===== config.mk =====
export PLATFORM = sky130hd
export DESIGN_NAME = conv1d_maxpool
export DESIGN_NICKNAME = d
export VERILOG_FILES = /design/src/rtl/conv1d_maxpool.sv
export SDC_FILE = /design/constraint.sdc
export NUM_CORES = 1
export LEC_CHECK = 0
export CELL_PAD_IN_SITES_DETAIL_PLACEMENT = 2
export CELL_PAD_IN_SITES_GLOBAL_PLACEMENT = 2
export CORE_MARGIN = 2
export CORE_UTILIZATION = 50
export CTS_BUF_LIST = sky130_fd_sc_hd__clkbuf_2 sky130_fd_sc_hd__clkbuf_4 sky130_fd_sc_hd__clkbuf_8
export DETAILED_ROUTE_END_ITERATION = 10
export DONT_BUFFER_PORTS = 1
export GPL_ROUTABILITY_DRIVEN = 0
export PLACE_DENSITY = 0.95
export SYNTH_ARGS = -nofsm -noshare
export SYNTH_HDL_FRONTEND = slang
export SYNTH_SLANG_ARGS = --single-unit

===== constraint.sdc =====
create_clock -name clk -period 5.5 [get_ports clk]
set_input_delay 0.55 -clock clk [delete_from_list [all_inputs] [get_ports clk]]
set_output_delay 0.55 -clock clk [all_outputs]
set_load 0.005 [all_outputs]

===== src/rtl/conv1d_maxpool.sv =====
// ============================================================================
// Module   : conv1d_maxpool
// Purpose  : Non-overlapping max-pooling of a framed unsigned sample stream,
//            with an output FIFO and valid/ready handshake.
// Options  : define CONV1D_MAXPOOL_ARGMAX_EN to carry the argmax index.
// Revision : 1.0 - initial release
// ============================================================================
`default_nettype none

module conv1d_maxpool #(
    parameter int DATA_W     = 8,
    parameter int POOL_SIZE  = 4,
    parameter int FIFO_DEPTH = 4,
    parameter int IDX_W      = $clog2(POOL_SIZE)
) (
    input  logic              clk,
    input  logic              rst_n,
    input  logic              in_valid,
    output logic              in_ready,
    input  logic [DATA_W-1:0] in_data,
    input  logic              in_start,
    input  logic              in_end,
    output logic              out_valid,
    input  logic              out_ready,
    output logic [DATA_W-1:0] out_data,
    output logic              out_start,
    output logic              out_end,
    output logic [IDX_W-1:0]  out_idx,
    output logic              err_seq
);

    localparam int c_cnt_w = $clog2(POOL_SIZE + 1);
    localparam int c_ptr_w = $clog2(FIFO_DEPTH);
    localparam logic [c_cnt_w-1:0] c_pool  = c_cnt_w'(POOL_SIZE);
    localparam logic [c_ptr_w:0]   c_depth = (c_ptr_w + 1)'(FIFO_DEPTH);
`ifdef CONV1D_MAXPOOL_ARGMAX_EN
    localparam int c_ent_w = DATA_W + 2 + IDX_W;
`else
    localparam int c_ent_w = DATA_W + 2;
`endif

    typedef enum logic [0:0] {S_IDLE = 1'b0, S_ACC = 1'b1} state_t;

    state_t              r_state;
    logic [DATA_W-1:0]   r_max;
    logic [c_cnt_w-1:0]  r_wcnt;
    logic                r_first;
    logic                r_err;
    logic                r_in_ready;
    logic                r_stg_vld;
    logic [c_ent_w-1:0]  r_stg;
    logic [c_ent_w-1:0]  r_mem [FIFO_DEPTH];
    logic [c_ptr_w:0]    r_wr;
    logic [c_ptr_w:0]    r_rd;
    logic [c_ptr_w:0]    r_occ;

    logic                w_acc;
    logic                w_take;
    logic                w_upd;
    logic [DATA_W-1:0]   w_max;
    logic [c_cnt_w-1:0]  w_cnt;
    logic                w_first;
    logic                w_close;
    logic                w_empty;
    logic                w_pop;
    logic [c_ptr_w:0]    w_occ_next;
    logic [c_ent_w-1:0]  w_entry;
    logic [c_ent_w-1:0]  w_head;

    assign w_acc   = in_valid && r_in_ready;
    assign w_take  = w_acc && (in_start || (r_state == S_ACC));
    // Strictly greater keeps the earlier sample on a tie; an empty window always loads.
    assign w_upd   = in_start || (r_wcnt == '0) || (in_data > r_max);
    assign w_max   = w_upd ? in_data : r_max;
    assign w_cnt   = in_start ? c_cnt_w'(1) : r_wcnt + c_cnt_w'(1);
    assign w_first = in_start || r_first;
    assign w_close = w_take && ((w_cnt == c_pool) || in_end);

    assign w_empty    = (r_wr == r_rd);
    assign w_pop      = !w_empty && out_ready;
    // Occupancy includes the staged entry so the registered write can never overflow.
    assign w_occ_next = r_occ + (c_ptr_w + 1)'(w_close) - (c_ptr_w + 1)'(w_pop);

`ifdef CONV1D_MAXPOOL_ARGMAX_EN
    logic [IDX_W-1:0] r_idx;
    logic [IDX_W-1:0] w_idx;

    assign w_idx   = in_start ? '0 : (w_upd ? IDX_W'(r_wcnt) : r_idx);
    assign w_entry = {w_max, w_idx, w_first, in_end};

    always_ff @(posedge clk or negedge rst_n) begin
        if (!rst_n) begin
            r_idx <= '0;
        end else if (w_take) begin
            r_idx <= w_close ? '0 : w_idx;
        end
    end

    assign out_idx = out_valid ? w_head[IDX_W+1:2] : '0;
`else
    assign w_entry = {w_max, w_first, in_end};
    assign out_idx = '0;
`endif

    always_ff @(posedge clk or negedge rst_n) begin
        if (!rst_n) begin
            r_state <= S_IDLE;
            r_max   <= '0;
            r_wcnt  <= '0;
            r_first <= 1'b0;
            r_err   <= 1'b0;
        end else if (w_acc) begin
            if ((r_state == S_IDLE) && !in_start) begin
                r_err <= 1'b1;
            end else begin
                if ((r_state == S_ACC) && in_start) begin
                    r_err <= 1'b1;
                end
                if (w_close) begin
                    r_max   <= '0;
                    r_wcnt  <= '0;
                    r_first <= 1'b0;
                    r_state <= in_end ? S_IDLE : S_ACC;
                end else begin
                    r_max   <= w_max;
                    r_wcnt  <= w_cnt;
                    r_first <= w_first;
                    r_state <= S_ACC;
                end
            end
        end
    end

    always_ff @(posedge clk or negedge rst_n) begin
        if (!rst_n) begin
            r_stg_vld  <= 1'b0;
            r_stg      <= '0;
            r_wr       <= '0;
            r_rd       <= '0;
            r_occ      <= '0;
            r_in_ready <= 1'b0;
        end else begin
            r_stg_vld <= w_close;
            if (w_close) begin
                r_stg <= w_entry;
            end
            if (r_stg_vld) begin
                r_wr <= r_wr + 1'b1;
            end
            if (w_pop) begin
                r_rd <= r_rd + 1'b1;
            end
            r_occ      <= w_occ_next;
            r_in_ready <= (w_occ_next < c_depth);
        end
    end

    always_ff @(posedge clk) begin
        if (r_stg_vld) begin
            r_mem[r_wr[c_ptr_w-1:0]] <= r_stg;
        end
    end

    assign w_head    = r_mem[r_rd[c_ptr_w-1:0]];
    assign out_valid = !w_empty;
    assign out_data  = out_valid ? w_head[c_ent_w-1 -: DATA_W] : '0;
    assign out_start = out_valid & w_head[1];
    assign out_end   = out_valid & w_head[0];
    assign in_ready  = r_in_ready;
    assign err_seq   = r_err;

endmodule

`default_nettype wire


Word level (Yosys, flattened, before mapping)
Memory sizes are Yosys's and may differ from the RTL's.
Cells that the tools add are included.
W data, S select, Z words.
{ "totals": {"ff_bits": 35, "ram_bits": 40, "input_bits": 14, "output_inout_bits": 15, "word_cells": 54, "n_memories": 1} }
{ "memory_table": {"columns": ["name", "words", "width", "read_ports", "rd_clocked_by_memory_dff", "write_ports", "line_no", "text"], "rows": [
  ["r_mem", 4, 10, 1, 0, 1, "52", "logic [c_ent_w-1:0] r_mem [FIFO_DEPTH];"]
]} }
{ "op_classes": {"add_sub_neg": 5, "magnitude_cmp": 2, "n_eq_ne": 2, "mux": 12, "bitwise": 4, "n_reduce_logical": 17} }
{ "ops": {"columns": ["op", "count"], "rows": [
  ["$mux W8", 3],
  ["$add A3 B1 Y3 const B", 3],
  ["$gt A8 B8 Y1", 1],
  ["$mux W1", 7],
  ["$logic_and A1 B1 Y1", 6],
  ["$mux W3", 2],
  ["$logic_or A1 B1 Y1", 5],
  ["$reduce_and A2 Y1", 2],
  ["$add A3 B1 Y3", 1],
  ["$eq A3 B3 Y1", 1],
  ["$eq A3 B3 Y1 const B", 1],
  ["$logic_not A3 Y1", 1],
  ["$lt A3 B3 Y1 const B", 1],
  ["$sub A3 B1 Y3", 1],
  ["$and A1 B1 Y1", 2],
  ["$logic_not A1 Y1", 2],
  ["$not A1 Y1", 2],
  ["$reduce_bool A2 Y1", 1]
]} }

Logic depth before layout (Yosys ltp)
{ "logic_depth": {"depth_word": 8, "ltp_mapped": 14, "ltp_nobuf": 13} }

Worst setup path before layout
OpenSTA, ideal clock, no wires.
{ "synth_path": {"path_kind": "input-to-reg", "from": "in in_start", "to": "reg r_occ[2]", "setup_ns": 0.121, "arrival_time_ns": 2.833, "t_required_ns": 5.379, "setup_slack_ns": 2.545, "cell_stages": 14, "n_path_buf": 2, "cell_sequence": "buf_4 -> inv_1 -> ha_1 -> nand3b_1 -> nor2_1 -> buf_2 -> inv_1 -> ha_1 -> inv_1 -> ha_1 -> fa_1 -> xnor2_1 -> xnor2_1 -> inv_1"} }
{ "synth_via": {"elab_chain_len": 6, "elab_cells_between_ends": 8, "classes_between": "add/sub (2); eq/ne (1); mux (1); reduce/logical (4)"} }
{ "synth_rtl": {"columns": ["item", "line_no", "text"], "rows": [
  ["start, declared", "21", "input logic in_start,"],
  ["$mux W3", "75", "assign w_cnt = in_start ? c_cnt_w'(1) : r_wcnt + c_cnt_w'(1);"],
  ["$eq A3 B3 Y1", "77", "assign w_close = w_take && ((w_cnt == c_pool) || in_end);"],
  ["$logic_or A1 B1 Y1", "77", null],
  ["$logic_and A1 B1 Y1 (*)", "77", null],
  ["via w_close", "63", "logic w_close;"],
  ["$add A3 B1 Y3 (*)", "82", "assign w_occ_next = r_occ + (c_ptr_w + 1)'(w_close) - (c_ptr_w + 1)'(w_pop);"],
  ["$sub A3 B1 Y3 (*)", "82", null],
  ["via w_occ_next[2]", "66", "logic [c_ptr_w:0] w_occ_next;"],
  ["end signal, assigned", "153", "r_occ <= w_occ_next;"],
  ["end, declared", "55", "logic [c_ptr_w:0] r_occ;"]
]} }
The timed path passes the listed nets; every way through them passes the cells marked *.
A chain may end at the register's enable or synchronous reset.

Worst setup path in the final report
{ "layout_path": {"from": "reg r_wcnt[0]", "to": "reg r_occ[2]"} }
{ "layout_via": {"elab_chain_len": 7} }
{ "layout_rtl": {"columns": ["item", "line_no", "text"], "rows": [
  ["start, declared", "46", "logic [c_cnt_w-1:0] r_wcnt;"],
  ["start signal, assigned", "126", "r_wcnt <= w_cnt;"],
  ["$add A3 B1 Y3", "75", null],
  ["$mux W3", "75", null],
  ["$eq A3 B3 Y1", "77", null],
  ["$logic_or A1 B1 Y1", "77", null],
  ["$logic_and A1 B1 Y1", "77", null],
  ["$add A3 B1 Y3", "82", null],
  ["$sub A3 B1 Y3", "82", null],
  ["via w_occ_next[2]", "66", null]
]} }
The timed path passes the listed nets, and every way through them passes these cells.

==> summary.md <==
| Metric | Value |
|---|---|
| Max Fanout on Critical Path | 21 |
| Sequential cell area in the final layout | 2077 um2 |
| CTS buffer count | 9 |
| Clock slew at reported path FFs | 0.08 ns |
| Number of cell rows | 31 |
| Number of iterations in the first detailed-routing pass | 4 |
| Clock sink total | 75 |
| Clock latency on the worst-skew pair | 0.34 ns |
| Initial standard-cell utilization of the core | 50.77% |
| Global-route wire length before repair | 14.20 mm |
| Launch point of the worst path | r_wcnt[0] |
| Cells after synthesis | 277 |
| Timing-limited maximum frequency | 295.1 MHz |
| Number of design-rule violations left by the first detailed-router iteration | 89 |
| Hold violation total from the final report | 0 |
| Inserted Diodes | 0 |
| Antenna violations before repair | 0 |
| Min-delay worst type | primary input to async pin |
| Critical-path cell list | inv_1 > ha_1 > nor3b_4 > a21oi_1 > nor2_1 > buf_4 > inv_1 > ha_1 > inv_1 > ha_1 > fa_1 > xnor2_1 > xnor2_1 > inv_1 |
| Number of register bits inferred by synthesis | 75 |
| Routed Antenna Nets | 0 |
| Worst flop-to-flop path startpoint | r_wcnt[0] |
| Total overflow reported by the global router | 0 |
| Power density over the cells | 564.6 nW/um2 |
| Fraction of final layout cells with drive strength greater than 1 | 14.79% |
| Non-Filler Cell Area, Final | 3930 um2 |
| Register-to-register path setup slack | 2.11 ns |
| Routed vias | 2274 |
| Global-route usage over all layers | 25.04% |
| Max incr delay on CP | 0.40 ns |
| DIE AREA | 7944 um2 |
| Result of the run | complete, no violations |
| Count of max-cap constraint violations | 0 |
| Placed cell areas | 3690 um2 |
| Number of gates resized after CTS | 0 |
| H-tree Lvls | 3 |
| Total number of nets in the final design | 312 |
| Synth-to-layout area growth | 8.460% |
| Sequential share of the synthesized area | 57.32% |
| Kind of end point of the critical path | register |
| Type of the setup path with the least slack | register to register |
| Most frequent CP cell | sky130_fd_sc_hd__inv_1 |
| Buffers on Ports | 0 |
| Yosys warning count | 0 |
| Root buffer cell | sky130_fd_sc_hd__clkbuf_8 |
| Clock tree from TritonCTS | yes |
| Vertical die dimension | 89.13 um |
| Library cells used by synthesis | 44 |
| Static Leakage | 0.001509 uW |
| Post-route minimum period | 3.388 ns |
| I/O pins | 29 |
| Drt wl/cell | 23.72 um |
| Setup total negative slack | 0 ns |
| Fill count | 681 |
| Crit start category | register |
| Footprint of the multi-input gates | 1369 um2 |
| WP data arrival | 3.61 ns |
| Drt total wl | 9.084 mm |
| Unrepaired setup endpoints after global routing | false |
| Critical path required time | 5.72 ns |
| Pin count of the biggest net entering global routing | 36 |
| Vias in the first global route | 2488 |
| Area of the core | 7137 um2 |
| Worst-case reg-to-reg path depth | 14 |
| Slew at the pin closest to its max-slew limit | 1.200 ns |
| Worst rel slew slack | 19.73% |
| Average instance area after synthesis | 13.08 um2 |
| Post-detail-place hpwl | 6.267 mm |
| Netlist Area Pre-Place | 3623 um2 |
| Fin Clk Skew | 0.008119 ns |
| Horizontal die dimension | 89.13 um |
| Number of pins exceeding their max-slew limit in the final report | 0 |
| Endpoint of the worst-slack reg-to-reg timing path | r_occ[2] |
| DRC | 0 |
| Final setup fails | 0 |
| Worst-case clock buffer depth | 2 |
| Average via count per standard cell | 5.937 |
| Largest vdd supply drop | 0.0002350 V |
| Period utilisation layout | 61.61% |
| Crit-path slowest cell | sky130_fd_sc_hd__dfrtp_1 |
==> metal layers <==
metal  vias to the layer above  part of all wire (%)  wire (um)  track usage (%)
li1                       1026                     -          -                -
met1                      1201                    42       3778            30.64
met2                        41                    55       4980            45.12
met3                         6                   2.7        245            5.448
met4                         0                  0.88         80            6.106
met5                         -                     0          0                0
==> critical path: cells and delay by family, from the launching register on <==
family	cells	cell delay, ns
flops	1	0.40
buf+inv	5	0.59
fa+ha+maj	4	1.25
compound gates	1	0.16
xor+xnor	2	0.42
simple gates	2	0.43
==> repair_timing <==
item	in CTS	in global routing
hold endpoints to repair	35	0
buffers inserted	0	0
hold buffers	1	0
==> flip-flops by register name, indices dropped and copies added, names as in the netlist, 3 cells and up <==
register  cells
r_wcnt        3
r_max         8
r_mem        40
r_rd          3
r_wr          3
r_occ         3
r_stg        10
==> Yosys cell counts <==
library cell               count  area share, %
sky130_fd_sc_hd__edfxtp_1     40             33
sky130_fd_sc_hd__dfrtp_1      35             24
sky130_fd_sc_hd__inv_1        28            2.9
sky130_fd_sc_hd__ha_1         18            6.2
sky130_fd_sc_hd__o31ai_1      16            3.3
sky130_fd_sc_hd__nor2_1       15            1.6
sky130_fd_sc_hd__nor2b_1      12            2.1
sky130_fd_sc_hd__mux4_2       10            6.2
sky130_fd_sc_hd__nand4_1      10            1.7
sky130_fd_sc_hd__nand3_1       9            1.2
sky130_fd_sc_hd__a31oi_1       8            1.4
sky130_fd_sc_hd__nand2_1       7           0.73
sky130_fd_sc_hd__xor2_1        7            1.7
sky130_fd_sc_hd__a21oi_1       6           0.83
sky130_fd_sc_hd__o21ai_0       6           0.83
sky130_fd_sc_hd__and2_1        4           0.69
sky130_fd_sc_hd__buf_2         4           0.55
sky130_fd_sc_hd__buf_4         4           0.83
sky130_fd_sc_hd__clkbuf_1      4           0.41
sky130_fd_sc_hd__o32a_2        4            1.2
sky130_fd_sc_hd__o32a_1        3           0.83
sky130_fd_sc_hd__xnor2_1       3           0.73
sky130_fd_sc_hd__a21o_1        2           0.41
sky130_fd_sc_hd__and3_1        2           0.35
sky130_fd_sc_hd__a211oi_4      1           0.55
sky130_fd_sc_hd__a21oi_2       1           0.24
sky130_fd_sc_hd__a22o_1        1           0.24
sky130_fd_sc_hd__a32oi_1       1           0.24
sky130_fd_sc_hd__buf_6         1           0.31
sky130_fd_sc_hd__conb_1        1           0.10
sky130_fd_sc_hd__fa_1          1           0.55
sky130_fd_sc_hd__mux2_2        1           0.31
sky130_fd_sc_hd__nand3b_1      1           0.21
sky130_fd_sc_hd__nor2b_4       1           0.38
sky130_fd_sc_hd__nor3_1        1           0.14
sky130_fd_sc_hd__nor3_2        1           0.28
sky130_fd_sc_hd__nor3b_4       1           0.52
sky130_fd_sc_hd__o211a_4       1           0.48
sky130_fd_sc_hd__o21a_1        1           0.21
sky130_fd_sc_hd__o21a_4        1           0.41
sky130_fd_sc_hd__o21ai_1       1           0.14
sky130_fd_sc_hd__o21ai_2       1           0.24
sky130_fd_sc_hd__o21bai_1      1           0.21
sky130_fd_sc_hd__o22ai_1       1           0.17
==> cell usage in the layout (no fill, tap or decap), drive strengths merged, types with 2 or more instances in the layout <==
cell type / instances
xnor2: 3
ha: 18
a21oi: 7
o21a: 2
edfxtp: 40
nor3: 2
conb: 2
o21ai: 8
clkinv: 2
nand3: 9
xor2: 7
a31oi: 8
nand4: 10
a21o: 2
dfrtp: 35
inv: 30
and3: 2
clkbuf: 10
buf: 3
nand2: 7
o31ai: 16
o32a: 7
and2: 4
mux4: 10
bufinv: 2
nor2b: 13
nor2: 15
==> cell type report <==
| class | instances | share of cell area (%) |
|---|---|---|
| flip-flops and latches | 75 | 52.85 |
| multi-input cells | 162 | 34.83 |
| clock buffers | 10 | 3.343 |
| well taps | 99 | 3.152 |
| inverters | 28 | 2.674 |
| clock inverters | 6 | 2.260 |
| repair buffers | 3 | 0.8914 |
==> power by group <==
part | switching (uW) | internal [uW]
Sequential | 191 | 781
Combinational | 443 | 323
Clock | 218 | 263
Total | 852 | 1370
==> cell families after synthesis <==
logic type / Yosys count / synth area share (%)
AOI/OAI and AO/OA: 56 / 11.98
xor gates and xnor gates: 10 / 2.417
adders and majority gates: 19 / 6.768
buffers and inverters: 41 / 5.007
DFF: 75 / 57.32
muxes: 11 / 6.526
other: 1 / 0.1035
and+or+nand+nor: 64 / 9.875
==> stage by stage <==
stage	worst slack (ns)	utilization (%)	instances	hold slack (ns)	total power, uW
5_1_grt	1.846	55.07	383	0.01624	2370
6_report	2.112	55.07	383	0.03877	2219
3_5_place_dp	2.127	51.70	366	0.2549	1737
3_3_place_gp	2.540	51.70	366	0.2555	1616
2_1_floorplan	2.545	-	278	0.2544	1488
4_1_cts	2.071	55.07	383	0.03070	2236
==> worst max path at each step <==
stage                     to  slack (ns)  cells past startpoint
finish              r_occ[2]        2.11                     14
global placement    r_occ[2]        2.54                     14
CTS                 r_occ[2]        2.07                     14
floorplan           r_occ[2]        2.55                     14
global route        r_occ[2]        1.85                     14
detailed placement  r_occ[2]        2.13                     14
(Power assumes the default switching activity.)
